$ cat config.mk
export PLATFORM = sky130hd
export DESIGN_NAME = booth_pp_accumulate
export DESIGN_NICKNAME = d
export VERILOG_FILES = /design/src/rtl/booth_pp_accumulate.sv
export SDC_FILE = /design/constraint.sdc
export NUM_CORES = 1
export LEC_CHECK = 0
export ABC_AREA = 1
export BUFFER_PORTS_ARGS = -buffer_cell sky130_fd_sc_hd__buf_2
export CORE_MARGIN = 3
export CORE_UTILIZATION = 30
export CTS_CLUSTER_SIZE = 16
export DETAILED_ROUTE_END_ITERATION = 16
export GPL_TIMING_DRIVEN = 0
export PLACE_DENSITY = 0.51
export SKIP_CTS_REPAIR_TIMING = 1
export SYNTH_ARGS = -nofsm -noshare
export SYNTH_HDL_FRONTEND = slang
export SYNTH_SLANG_ARGS = --single-unit
$ cat constraint.sdc
create_clock -name clk -period 7.4 [get_ports clk]
set_input_delay 0.74 -clock clk [delete_from_list [all_inputs] [get_ports clk]]
set_output_delay 0.74 -clock clk [all_outputs]
set_load 0.05 [all_outputs]
$ cat src/rtl/booth_pp_accumulate.sv
// +----------------------------------------------------------------------------+
// | booth_pp_accumulate : sequential radix-4 Booth 32x32 signed multiplier     |
// | Optional macro BOOTH_EARLY_EXIT_EN : stop once remaining groups are zero   |
// | Revision 1.0                                                               |
// +----------------------------------------------------------------------------+
`default_nettype none

module booth_pp_accumulate (
  input  logic        clk,
  input  logic        rst_n,
  input  logic        in_valid,
  output logic        in_ready,
  input  logic [31:0] X,
  input  logic [31:0] Y,
  output logic        out_valid,
  input  logic        out_ready,
  output logic [63:0] P,
  output logic        busy
);

  typedef enum logic [1:0] {
    S_IDLE = 2'd0,
    S_RUN  = 2'd1,
    S_DONE = 2'd2
  } state_t;

  state_t      state_q, state_d;
  logic [31:0] x_q, x_d;
  logic [31:0] y_q, y_d;
  logic [65:0] acc_q, acc_d;
  logic [3:0]  cnt_q, cnt_d;
  logic [63:0] p_q, p_d;

  logic [32:0] y_ext;
  logic [2:0]  trip;
  logic [32:0] mag;
  logic [32:0] pp33;
  logic [65:0] pp_ext;
  logic [65:0] pp_sh;
  logic [65:0] acc_sum;
  logic        last_grp;

  // Booth recoding of group cnt_q; y_ext supplies the implicit Y[-1]=0.
  always_comb begin
    y_ext = {y_q, 1'b0};
    trip  = y_ext[{cnt_q, 1'b0} +: 3];
    case (trip)
      3'b001, 3'b010, 3'b101, 3'b110: mag = {x_q[31], x_q};
      3'b011, 3'b100:                 mag = {x_q, 1'b0};
      default:                        mag = 33'd0;
    endcase
    pp33    = trip[2] ? ~mag : mag;
    pp_ext  = {{33{pp33[32]}}, pp33} + {65'd0, trip[2]};
    pp_sh   = pp_ext << {cnt_q, 1'b0};
    acc_sum = acc_q + pp_sh;
  end

  // Partial products carry absolute weight, so stopping early needs no
  // realignment: every skipped group would have contributed zero.
`ifdef BOOTH_EARLY_EXIT_EN
  assign last_grp = (cnt_q == 4'd15) || ((y_q >> {cnt_q, 1'b1}) == 32'd0);
`else
  assign last_grp = (cnt_q == 4'd15);
`endif

  always_comb begin
    state_d = state_q;
    x_d     = x_q;
    y_d     = y_q;
    acc_d   = acc_q;
    cnt_d   = cnt_q;
    p_d     = p_q;
    case (state_q)
      S_IDLE: begin
        if (in_valid) begin
          x_d     = X;
          y_d     = Y;
          acc_d   = 66'd0;
          cnt_d   = 4'd0;
          state_d = S_RUN;
        end
      end
      S_RUN: begin
        acc_d = acc_sum;
        if (last_grp) begin
          p_d     = acc_sum[63:0];
          state_d = S_DONE;
        end else begin
          cnt_d = cnt_q + 4'd1;
        end
      end
      S_DONE: begin
        if (out_ready) begin
          state_d = S_IDLE;
        end
      end
      default: state_d = S_IDLE;
    endcase
  end

  always_ff @(posedge clk) begin
    if (!rst_n) begin
      state_q <= S_IDLE;
      x_q     <= 32'd0;
      y_q     <= 32'd0;
      acc_q   <= 66'd0;
      cnt_q   <= 4'd0;
      p_q     <= 64'd0;
    end else begin
      state_q <= state_d;
      x_q     <= x_d;
      y_q     <= y_d;
      acc_q   <= acc_d;
      cnt_q   <= cnt_d;
      p_q     <= p_d;
    end
  end

  assign in_ready  = (state_q == S_IDLE);
  assign out_valid = (state_q == S_DONE);
  assign busy      = (state_q == S_RUN) || (state_q == S_DONE);
  assign P         = p_q;

endmodule

`default_nettype wire
## Word-level counts from Yosys, hierarchy flattened

Cells that the tools add are included.

| storage, ports and cells | value |
|---|---|
| register bits after elaboration | 200 |
| bits of input ports | 68 |
| logic and storage cells | 46 |

| cells by class | value |
|---|---|
| add/sub/neg operators | 3 |
| equal/unequal tests | 13 |
| shifts and indexed selects | 2 |
| mux-type cells | 11 |
| bitwise gates (word level) | 1 |
| reductions and logical operators | 10 |

Operator list:

| cell | count |
|---|---|
| case mux 66 bit (2 select lines) | 1 |
| adder 66 bit | 1 |
| two-way mux 66 bit | 1 |
| case mux 33 bit (2 select lines) | 1 |
| << shifter 66 x 5 -> 66 bit | 1 |
| adder 33 x 2 -> 34 bit | 1 |
| two-way mux 33 bit | 1 |
| NOT 33 bit | 1 |
| variable part select 33 x 6 -> 3 bit | 1 |
| == test 3 bit (second input constant) | 3 |
| two-way mux 4 bit | 2 |
| case mux 4 bit (2 select lines) | 1 |
| == test 3 x 2 -> 1 bit (second input constant) | 2 |
| two-way mux 2 bit | 3 |
| != test 2 bit (second input constant) | 3 |
| case mux 2 bit (3 select lines) | 1 |
| AND reduction 2 bit | 3 |
| AND reduction 3 bit | 2 |
| adder 4 x 1 -> 4 bit (second input constant) | 1 |
| == test 4 bit (second input constant) | 1 |
| OR reduction 4 bit | 1 |
| == test 3 x 1 -> 1 bit (second input constant) | 1 |
| == test 2 x 1 -> 1 bit (second input constant) | 1 |
| == test 2 bit (second input constant) | 1 |
| other kinds (5) | 5 |

## Logic depth before layout (Yosys ltp)

Gate-level depths: netlist of run 1.

| logic depth | value |
|---|---|
| depth in word-level cells | 10 |
| depth in mapped cells | 51 |

## Worst setup path after synthesis of run 1

No wires, ideal clock.

| timing | value |
|---|---|
| kind | flip-flop to flip-flop |
| from | reg cnt_q[0] |
| to | reg p_q[53] (netlist: P[53]) |
| setup time | 0.115 ns |
| arrival time | 5.037 ns |
| data required time | 7.285 ns |
| setup slack | 2.248 ns |
| cell stages (with the launch flop) | 47 |
| path through | dfxtp_1 -> buf_4 -> nor2_1 -> nand2_1 -> nand3_1 -> nand3_1 -> nand2_1 -> nand2_1 -> nand2_2 -> buf_2 -> nand3_1 -> nand2_1 -> nand2_1 -> nand2_1 -> inv_1 -> ha_1 -> nand3_1 -> nor2_4 -> [... 11 more ...] -> nand2_1 -> nand3_1 -> nand2_1 -> a21o_1 -> nand2_1 -> nand2_1 -> nand3_1 -> nand2_1 -> a21oi_1 -> o21ai_0 -> a21boi_0 -> inv_1 -> nand2_1 -> nand2_1 -> nand2_1 -> nand2_1 -> o21ai_0 -> inv_1 |

| on the way | value |
|---|---|
| word-level cells in the longest chain between the ends | 9 |
| elaborated cells on any way between the ends | 17 |
| classes of those cells | add/sub (2); eq/ne (7); shift (2); mux (2); bitwise (1); reduce/logical (3) |

Ends and longest elaborated chain:

| element | RTL line | RTL |
|---|---|---|
| start: declaration | 31 | `logic [3:0] cnt_q, cnt_d;` |
| start signal: assignment | 114 | `cnt_q <= cnt_d;` |
| variable part select 33 x 6 -> 3 bit | 46 | `trip = y_ext[{cnt_q, 1'b0} +: 3];` |
| == test 3 x 1 -> 1 bit (tied with other cells) | 47 | `case (trip)` |
| OR reduction 4 bit or OR reduction 2 bit (tied branches) | 47 |  |
| case mux 33 bit (2 select lines) | 47 |  |
| NOT 33 bit | 52 | `pp33 = trip[2] ? ~mag : mag;` |
| two-way mux 33 bit | 52 |  |
| adder 33 x 2 -> 34 bit | 53 | `pp_ext = {{33{pp33[32]}}, pp33} + {65'd0, trip[2]};` |
| << shifter 66 x 5 -> 66 bit | 54 | `pp_sh = pp_ext << {cnt_q, 1'b0};` |
| adder 66 bit | 55 | `acc_sum = acc_q + pp_sh;` |
| end signal: assignment | 115 | `p_q <= p_d;` |
| end: declaration | 32 | `logic [63:0] p_q, p_d;` |

Parallel ways exist; a longest one is shown, timed or not.
A chain may end at the register's enable or synchronous reset.

## Worst setup path in the final report of run 1

| timing | value |
|---|---|
| from | reg cnt_q[1] |
| to | reg p_q[52] (netlist: P[52]) |

The elaborated chain is that of the path after synthesis.

==> results of run 1 <==
==> how the worst max path moves through the flow <==
stage / endpoint / slack (ns)
2_1_floorplan: P[53]$_SDFFE_PN0P_ / 2.25
3_3_place_gp: P[52]$_SDFFE_PN0P_ / 0.43
3_5_place_dp: P[52]$_SDFFE_PN0P_ / 0.41
4_1_cts: P[52]$_SDFFE_PN0P_ / 0.38
5_1_grt: P[53]$_SDFFE_PN0P_ / 0.02
6_report: P[52]$_SDFFE_PN0P_ / 0.51
==> sequential cells by signal, summed over array words and instances (netlist names) <==
register,count
P,64
acc_q,64
cnt_q,4
state_q,2
x_q,32
y_q,32
==> per-layer routing <==
layer,vias up,share of wire,global-route usage
met4,2,0.021,0.05784
met1,7671,0.50,0.3049
met3,61,0.059,0.04316
li1,8512,-,-
met5,-,0.00023,0
met2,397,0.42,0.3250
==> worst reg2reg max path, delay by kind of cell (launching register included) <==
family                     cells  cell delay [ns]
xor gates and xnor gates       1             0.28
and+or+nand+nor               29             3.52
adders and majority gates      3             1.01
AOI/OAI and AO/OA              4             0.71
buffers and inverters          6             0.90
DFF                            1             0.35
==> cells by family (layout without fill, tap and decap cells) <==
family	Yosys count	count (layout)
simple gates	1356	1356
compound gates	466	466
buf+inv	356	523
flops	198	198
xor+xnor	74	74
fa+ha+maj	70	70
mux	4	4
==> layout by cell type, fill, tap and decap left out, drive strengths merged, types with 2 or more instances in the layout <==
cell / synthesis / layout
ha: 69 / 69
nor3: 9 / 9
xor2: 59 / 59
clkinv: 2 / 8
a31o: 3 / 3
and2: 3 / 3
nor4: 3 / 3
nand4: 7 / 7
nand3b: 4 / 4
o211ai: 2 / 2
nand2: 681 / 681
a21boi: 2 / 2
o21bai: 3 / 3
clkbuf: 74 / 91
xnor2: 15 / 15
mux2i: 4 / 4
o21a: 10 / 10
inv: 237 / 244
a31oi: 22 / 22
o221ai: 2 / 2
or2: 4 / 4
o31ai: 2 / 2
buf: 43 / 178
nor2: 369 / 369
dfxtp: 198 / 198
a21o: 7 / 7
o21ai: 210 / 210
nand3: 275 / 275
a21oi: 194 / 194
a221oi: 5 / 5
==> metrics by stage <==
stage                     power, mW  std cells  setup slack [ns]
after detailed placement      7.475       3323            0.4142
final                         8.507       3355            0.5088
after global routing          9.293       3355           0.02237
after global placement        7.453       3322            0.4292
after CTS                     8.502       3355            0.3788
after floorplan               5.623       2524             2.248
==> final cells by class <==
type / instances / area, um2 / share of cell area
clock inverter: 15 / 178.9 / 0.01044
inverter: 239 / 900.9 / 0.05255
timing repair buffer: 135 / 685.7 / 0.04000
multi-input combinational: 1970 / 9661 / 0.5635
tap: 664 / 830.8 / 0.04846
sequential: 198 / 3964 / 0.2312
buffer: 117 / 496.7 / 0.02898
clock buffer: 17 / 425.4 / 0.02482
==> power by group through the flow <==
stage | clock network (mW) | logic [mW] | registers (mW)
final | 0.985 | 6.10 | 1.42
after global routing | 1.06 | 6.79 | 1.44
after CTS | 1.02 | 6.06 | 1.42
after detailed placement | 0 | 6.03 | 1.44
after global placement | 0 | 6.01 | 1.44
after floorplan | 0 | 4.24 | 1.39
==> results.md, run 1 <==
- # DRC: 0
- Compound-Gate Fraction of Synth Area: 0.1654
- Final setup violation count: 0
- Worst path max stage delay: 0.51 ns
- Post-Synth XOR/XNOR Area: 0.04321
- CTS H-Tree Depth: 4
- Congestion Overflow GR: 0
- Simple-Gate Fraction of Synth Area: 0.3727
- I/O Buffers: 134
- Slew Limit Headroom: 0.1233
- Synth top area cells: dfxtp_1 (26%), nand2_1 (17%), nand3_1 (9.1%)
- CTS Buffer Depth: 2
- Status: finished, final reports clean
- P&R area growth vs syn: 14.28%
- Routability-driven placement congestion ratio: 0.9695
- Vias in the first global route: 15640
- Starting Density: 0.3052
- Reg2reg end: P[52]$_SDFFE_PN0P_
- 1st-iter DRT viols: 1446
- Util after Layout: 0.3488
- CP delay by family, top: simple AND/OR/NAND/NOR gates
- Final instance area: 0.01714 mm2
- Pins over their slew limit: 0
- Adder-cell share of the synthesized area: 0.05889
- Worst setup startpoint: cnt_q[1]$_SDFFE_PN0P_
- Post-route setup TNS: 0 ns
- Initial antenna violation count: 3
- Die footprint: 0.05272 mm2
- Synth cell count leaders: nand2_1 (674), nor2_1 (356), nand3_1 (274)
- Clk_skew: 0.01872 ns
- Routed WL per cell: 16.91 um
- CP max FO: 10
- RSZ-0062 raised after global routing: false
- WP data arrival: 7.29 ns
- Post-Syn Area: 0.01500 mm2
- TritonRoute pass-1 iters: 5
- Reg2reg start: cnt_q[1]$_SDFFE_PN0P_
- Clock root cell: clkbuf_16
- Pwr/cell area: 496.2 mW/mm2
- Peak supply drop: 0.2910 mV
- Antenna cells: 0
- CTS buffer count: 17
- Placed wire-length estimate: 47.24 mm
- Hold Path Depth: 2
- Final Hold Vio Count: 0
- Count leader, synth: nand2_1
- Tmin final: 6.891 ns
- Die Y: 229.6 um
- Max Cap Violations: 0
- Post-synth top area share: 0.2642
- Critical path's slowest cell: fa_1
- First-pass GRT wire length: 87.86 mm
- Fraction of registers with async set or reset after synthesis: 0
- Row count: 81
- Count of cell types in the netlist: 47
- Ratio of cells with drive above 1 in the final layout: 0.08696
- Sequential Power Share: 0.167
- Routed WL: 56.75 mm
- Clock-pin slew on the worst setup and hold paths: 0.09 ns
- CTS tree: yes
- Avg Inst Size Synth: 5.943 um2
- Largest net degree at the start of global routing: 21
- Crit path kind: register to register
- Int Pwr: 3.547 mW
- Worst endpoint required time: 7.80 ns
- Min-delay worst type: register to register
- Clock network fraction of total power: 0.116
- Total core area: 0.04915 mm2
- R2R Setup Slk: 0.51 ns
- Tcrit/Tclk final: 0.9312
- Switching share of total power: 0.5830
- Post-synthesis mux area share: 0.002669
- Clk_lat worst skew: 0.51 ns
- GRT Total Usage: 0.2133
- FF+latch count, synth: 198
- Post-synth EDFFs: 0
- ANT nets after route: 0
- Crit path top cell by count: nand2_1
- Comb pwr share: 0.718
- Worst Setup Start Kind: register
- CP bufs+invs: 6
- Vias per cell: 4.961
- YS warnings: 0
- Cell taking the most area after synthesis: dfxtp_1
- CP Depth: 43
- Register area share after synthesis: 0.2642
- Clk sink count: 198
- Main combinational cell family by area after synthesis: simple AND/OR/NAND/NOR gates
- Synthesized instance count: 2524
- Die X: 229.6 um
- Worst hold endpoint: y_q[2]$_SDFFE_PN0P_
- Final net count: 2816
- Placed cell area: 0.01652 mm2
- Detailed-route via count: 16640
- Hold Slack: 0.4586 ns
- Crit end category: register
- Slew @ Worst Pin: 1.310 ns
- R2R cell count: 43
- Fillers: 5536
- Net Sw Power: 4.959 mW
- LEAKAGE: 8.423 nW
- Post-synth net total: 2662
- Hold Startpoint: y_q[2]$_SDFFE_PN0P_
- Ports: 135
- F_max: 145.1 MHz
- Synth Flop Type: dfxtp_1
Note: power is estimated with default switching activity, not from simulation.
==> run 2, diff against run 1 <==
--- a/config.mk
+++ b/config.mk
@@ -7,12 +7,16 @@
 export LEC_CHECK = 0
 export ABC_AREA = 1
 export BUFFER_PORTS_ARGS = -buffer_cell sky130_fd_sc_hd__buf_2
+export CAP_MARGIN = 20
+export CELL_PAD_IN_SITES_DETAIL_PLACEMENT = 0
+export CELL_PAD_IN_SITES_GLOBAL_PLACEMENT = 1
 export CORE_MARGIN = 3
 export CORE_UTILIZATION = 30
+export CTS_CLUSTER_DIAMETER = 40
 export CTS_CLUSTER_SIZE = 16
 export DETAILED_ROUTE_END_ITERATION = 16
 export GPL_TIMING_DRIVEN = 0
-export PLACE_DENSITY = 0.51
+export PLACE_DENSITY = 0.66
 export SKIP_CTS_REPAIR_TIMING = 1
 export SYNTH_ARGS = -nofsm -noshare
 export SYNTH_HDL_FRONTEND = slang
==> run 2 against run 1 <==
Critical path type unchanged. Register-to-register slack gained 0.05 ns. Clock skew down 0.0040 ns. Die area stayed put. Core utilization barely moved. First-iteration DRC count down 6.8%. Combinational power is essentially flat. Clock power is essentially flat. Sequential power hardly changed. Global-route usage grew 0.34 points.
==> results.md, run 2 (synthesized netlist as in run 1, its figures left out) <==
- Status: finished, final reports clean
- Clock-pin slew on the worst setup and hold paths: 0.08 ns (about the same)
- Sequential Power Share: 0.167 (about the same)
- Worst Setup Start Kind: register
- Peak supply drop: 0.2634 mV (-9.5%)
- Tcrit/Tclk final: 0.9239 (-0.007388)
- Ratio of cells with drive above 1 in the final layout: 0.08692 (about the same)
- Min-delay worst type: register to register
- Ports: 135 (unchanged)
- Largest net degree at the start of global routing: 21 (unchanged)
- Die footprint: 0.05272 mm2 (unchanged)
- CTS buffer count: 17 (unchanged)
- GRT Total Usage: 0.2167 (+0.003361)
- Critical path's slowest cell: o21ai_0
- First-pass GRT wire length: 89.15 mm (+1.5%)
- Place WS: 0.4351 ns (+0.02083 ns)
- Routed WL per cell: 17.00 um (+0.51%)
- Pwr/cell area: 497.3 mW/mm2 (+0.22%)
- Total core area: 0.04915 mm2 (unchanged)
- TritonRoute pass-1 iters: 8 (+3)
- Routability-driven placement congestion ratio: 0.9386 (-3.2%)
- Worst path max stage delay: 0.44 ns (-0.07 ns)
- Worst endpoint required time: 7.81 ns (about the same)
- CTS H-Tree Depth: 4 (unchanged)
- Clk_skew: 0.01470 ns (-0.004028 ns)
- CTS Buffer Depth: 2 (unchanged)
- Final Power: 8.528 mW (+0.25%)
- Pins over their slew limit: 0 (unchanged)
- # DRC: 0 (unchanged)
- F_max: 146.3 MHz (+0.80%)
- Final net count: 2817 (+0.036%)
- RSZ-0062 raised after global routing: false
- Slew Limit Headroom: 0.3020 (+0.1787)
- Vias in the first global route: 15860 (+1.4%)
- Util after Layout: 0.3489 (about the same)
- Net Sw Power: 4.977 mW (+0.37%)
- Crit path kind: register to register
- WP data arrival: 7.25 ns (-0.04 ns)
- Die X: 229.6 um (unchanged)
- Crit path top cell by count: nand2_1
- Starting Density: 0.3052 (unchanged)
- Int Pwr: 3.551 mW (about the same)
- 1st-iter DRT viols: 1348 (-6.8%)
- Placed wire-length estimate: 47.45 mm (+0.46%)
- Final setup violation count: 0 (unchanged)
- Routed WL: 57.05 mm (+0.54%)
- Clk_lat worst skew: 0.50 ns (about the same)
- Clk sink count: 198 (unchanged)
- Post-route setup TNS: 0 ns (unchanged)
- Most common cell after layout, fill and taps aside: nand2_1
- Clock root cell: clkbuf_16
- CTS tree: yes
- Tmin final: 6.837 ns (-0.05467 ns)
- Detailed-route via count: 16630 (-0.084%)
- Final setup margin: 0.5635 ns (+0.05467 ns)
- Row count: 81 (unchanged)
- P&R area growth vs syn: 14.31% (about the same)
- Final Hold Vio Count: 0 (unchanged)
- Crit end category: register
- Hold Slack: 0.4565 ns (-0.002105 ns)
- Vias per cell: 4.955 (-0.11%)
- Switching share of total power: 0.5837 (+0.0006553)
- Clock network fraction of total power: 0.116 (about the same)
- Most frequent cells in the layout: nand2_1 (674), nor2_1 (355), nand3_1 (274), inv_1 (229), dfxtp_1 (198)
- Antenna cells: 0 (unchanged)
- CP max FO: 10 (unchanged)
- Congestion Overflow GR: 0 (unchanged)
- Initial antenna violation count: 2 (-1)
- Slew @ Worst Pin: 1.047 ns (-0.2632 ns)
- LEAKAGE: 8.429 nW (about the same)
- ANT nets after route: 0 (unchanged)
- Comb pwr share: 0.718 (about the same)
- I/O Buffers: 134 (unchanged)
- Max Cap Violations: 0 (unchanged)
- Die Y: 229.6 um (unchanged)
-- run 2: cell count changes in the layout (fill, tap and decap cells not counted) --
cell        before  now
buf_6            1    2
a21boi_0         1    2
a21boi_1         1    0
inv_6            4    7
clkinvlp_4       1    0
inv_8            3    2
clkinv_1         1    2
clkinv_4         3    1
-- run 2: stage by stage --
stage               cells  area [um2]
CTS                  3355       17120
global route         3356       17150
detailed placement   3323       16520
finish               3356       17150
global placement     3322       16500
floorplan            2524       15000
-- run 2: path summary, 6_finish.rpt --
kind	slack (ns)	cells after the start	end	startpoint
worst max-delay path	0.56	38	acc_q[47]$_SDFFE_PN0P_	cnt_q[1]$_SDFFE_PN0P_
worst min-delay path	0.46	2	y_q[2]$_SDFFE_PN0P_	y_q[2]$_SDFFE_PN0P_
worst max register to register	0.56	38	acc_q[47]$_SDFFE_PN0P_	cnt_q[1]$_SDFFE_PN0P_
worst min register to register	0.46	2	y_q[2]$_SDFFE_PN0P_	y_q[2]$_SDFFE_PN0P_
-- run 2: area by class of cell --
cell class                 instances  area [um2]
tap                              664       830.8
inverter                         239       897.1
clock buffer                      17       425.4
multi-input combinational       1970        9661
clock inverter                    15       176.4
buffer                           117       496.7
fill                            5541       32010
timing repair buffer             136       696.9
sequential                       198        3964
-- run 2: power groups by stage --
| stage | logic, mW | registers, mW | clock network [mW] |
|---|---|---|---|
| 3_3_place_gp | 6.02 | 1.44 | 0 |
| 3_5_place_dp | 6.04 | 1.45 | 0 |
| 5_1_grt | 6.83 | 1.45 | 1.06 |
| 6_report | 6.12 | 1.42 | 0.987 |
| 4_1_cts | 6.08 | 1.42 | 1.02 |
| 2_1_floorplan | 4.24 | 1.39 | 0 |
-- run 2: per-layer routing --
layer  part of all wire  global-route usage
met4              0.017             0.05412
met2               0.42              0.3325
met5                  0                   0
met1               0.50              0.3108
met3              0.058             0.04167
-- run 2: critical path, delay by kind of cell (launching register included) --
family | cells | cell delay (ns)
flops | 1 | 0.35
fa+ha+maj | 2 | 0.56
mux | 1 | 0.14
compound gates | 9 | 1.83
xor+xnor | 2 | 0.58
simple gates | 20 | 2.51
buf+inv | 4 | 0.76
==> run 3, diff against run 2 <==
--- a/config.mk
+++ b/config.mk
@@ -12,6 +12,7 @@
 export CELL_PAD_IN_SITES_GLOBAL_PLACEMENT = 1
 export CORE_MARGIN = 3
 export CORE_UTILIZATION = 30
+export CTS_BUF_LIST = sky130_fd_sc_hd__clkbuf_4 sky130_fd_sc_hd__clkbuf_8
 export CTS_CLUSTER_DIAMETER = 40
 export CTS_CLUSTER_SIZE = 16
 export DETAILED_ROUTE_END_ITERATION = 16
==> run 3 against run 2 <==
Flip-flop and latch count unchanged. Non-clock buffer count unchanged. Final cell count unchanged. Core utilization is 0.39 points lower. Combinational power barely moved. Clock power shrank 24%. Clock skew up 0.0095 ns. Global-route usage down 0.089 points. Routed wire length decreased by 0.13%. Worst setup slack improved by 0.045 ns.
==> results.md, run 3 (synthesized netlist as in run 1, its figures left out) <==
- Ports: 135 (unchanged)
- TritonRoute pass-1 iters: 6 (-2)
- P&R area growth vs syn: 13.04%
- Most common cell after layout, fill and taps aside: nand2_1
- Clk_skew: 0.02421 ns (+0.009517 ns)
- Post-route setup TNS: 0 ns (unchanged)
- Vias in the first global route: 15830 (-0.17%)
- Tcrit/Tclk final: 0.9177 (-0.006143)
- Max Cap Violations: 0 (unchanged)
- Hold Path Depth: 3 (+1)
- Die footprint: 0.05272 mm2 (unchanged)
- LEAKAGE: 8.342 nW (-1.0%)
- 1st-iter DRT viols: 1366 (+1.3%)
- Crit end category: register
- Worst endpoint required time: 7.89 ns (+0.08 ns)
- R2R cell count: 38 (unchanged)
- Tmin final: 6.791 ns (-0.04546 ns)
- Final setup violation count: 0 (unchanged)
- Final net count: 2817 (unchanged)
- Vias per cell: 4.962 (+0.15%)
- Die X: 229.6 um (unchanged)
- Worst path max stage delay: 0.43 ns (about the same)
- First-pass GRT wire length: 88.93 mm (-0.25%)
- F_max: 147.3 MHz (+0.67%)
- Met3 WL: 3.049 mm (-7.1%)
- CTS buffer count: 17 (unchanged)
- Final setup margin: 0.6089 ns (+0.04546 ns)
- ANT nets after route: 0 (unchanged)
- Critical path's slowest cell: o21ai_0
- Slew @ Worst Pin: 1.101 ns (+0.05351 ns)
- Detailed-route via count: 16650 (+0.15%)
- Routed WL: 56.98 mm (-0.13%)
- Met1 wire length: 28.80 mm (+0.66%)
- Antenna cells: 0 (unchanged)
- Status: finished, final reports clean
- Final Hold Vio Count: 0 (unchanged)
- WP data arrival: 7.28 ns (+0.03 ns)
- Row count: 81 (unchanged)
- Crit path top cell by count: nand2_1
- Pins over their slew limit: 0 (unchanged)
- I/O Buffers: 134 (unchanged)
- Place WS: 0.4351 ns (unchanged)
- Routed WL per cell: 16.98 um (-0.13%)
- # DRC: 0 (unchanged)
- Die Y: 229.6 um (unchanged)
- Ratio of cells with drive above 1 in the final layout: 0.08692 (unchanged)
- Worst Setup Start Kind: register
- Placed wire-length estimate: 47.45 mm (unchanged)
- CTS tree: yes
- Hold Slack: 0.4137 ns (-0.04284 ns)
- Congestion Overflow GR: 0 (unchanged)
- Most frequent cells in the layout: nand2_1 (674), nor2_1 (355), nand3_1 (274), inv_1 (229), dfxtp_1 (198)
- Pwr/cell area: 489.2 mW/mm2 (-1.6%)
- Total core area: 0.04915 mm2 (unchanged)
- Clock root cell: clkbuf_8
- Clock-pin slew on the worst setup and hold paths: 0.12 ns (+0.04 ns)
- Routability-driven placement congestion ratio: 0.9386 (unchanged)
- CTS H-Tree Depth: 4 (unchanged)
- Largest net degree at the start of global routing: 21 (unchanged)
- Slew Limit Headroom: 0.2663 (-0.03568)
- Crit path kind: register to register
- Highest metal used: met4
- Clk sink count: 198 (unchanged)
- Starting Density: 0.3052 (unchanged)
- RSZ-0062 raised after global routing: false
- Fillers: 5564 (+0.42%)
- Clk_lat worst skew: 0.58 ns (+0.08 ns)
- CTS Buffer Depth: 2 (unchanged)
- DR WL met2: 24.18 mm (about the same)
- GRT Total Usage: 0.2158 (-0.0008938)
- Min-delay worst type: primary input to register
- Initial antenna violation count: 2 (unchanged)
- Peak supply drop: 0.2637 mV (+0.12%)
- CP max FO: 10 (unchanged)
- Util after Layout: 0.3450 (-0.003895)
[run 3: changes by cell type in the layout (fill, tap and decap cells not counted)]
| cell | delta |
|---|---|
| clkbuf_16 | -17 |
| clkbuf_8 | +17 |
[run 3: final cells by class]
type / instances / area (um2) / share of cell area
clock inverters: 15 / 176.4 / 0.01040
clock buffers: 17 / 234.0 / 0.01380
repair buffers: 136 / 696.9 / 0.04110
inverters: 239 / 897.1 / 0.05291
flip-flops and latches: 198 / 3964 / 0.2338
well taps: 664 / 830.8 / 0.04900
plain buffers: 117 / 496.7 / 0.02929
multi-input cells: 1970 / 9661 / 0.5697
[run 3: routing by layer]
metal	up-vias	track usage
met5	-	0
met4	0	0.04882
met3	48	0.04366
met2	402	0.3317
met1	7694	0.3096
li1	8510	-
[run 3: stage by stage]
| stage | cells | power [mW] | area [um2] |
|---|---|---|---|
| floorplan | 2524 | 5.623 | 15000 |
| global placement | 3322 | 7.468 | 16500 |
| detailed placement | 3323 | 7.492 | 16520 |
| CTS | 3355 | 8.297 | 16930 |
| global route | 3356 | 9.099 | 16960 |
| finish | 3356 | 8.295 | 16960 |
[run 3: final timing paths]
path	from	to	slack, ns
setup / recovery	cnt_q[1]$_SDFFE_PN0P_	acc_q[47]$_SDFFE_PN0P_	0.61
hold / removal	Y[6]	y_q[6]$_SDFFE_PN0P_	0.41
setup reg to reg	cnt_q[1]$_SDFFE_PN0P_	acc_q[47]$_SDFFE_PN0P_	0.61
hold reg to reg	y_q[2]$_SDFFE_PN0P_	y_q[2]$_SDFFE_PN0P_	0.46
[run 3: worst max-delay path: cells and delay by family, from the launching register on]
kind | cells | cell delay, ns
compound gates | 9 | 1.80
flops | 1 | 0.36
xor+xnor | 2 | 0.58
fa+ha+maj | 2 | 0.56
mux | 1 | 0.14
buf+inv | 4 | 0.76
simple gates | 20 | 2.48
[run 3: where the power goes]
group | switching (mW) | internal (mW)
registers | 0.148 | 1.27
logic | 4.33 | 1.79
clock network | 0.470 | 0.285
total | 4.94 | 3.35
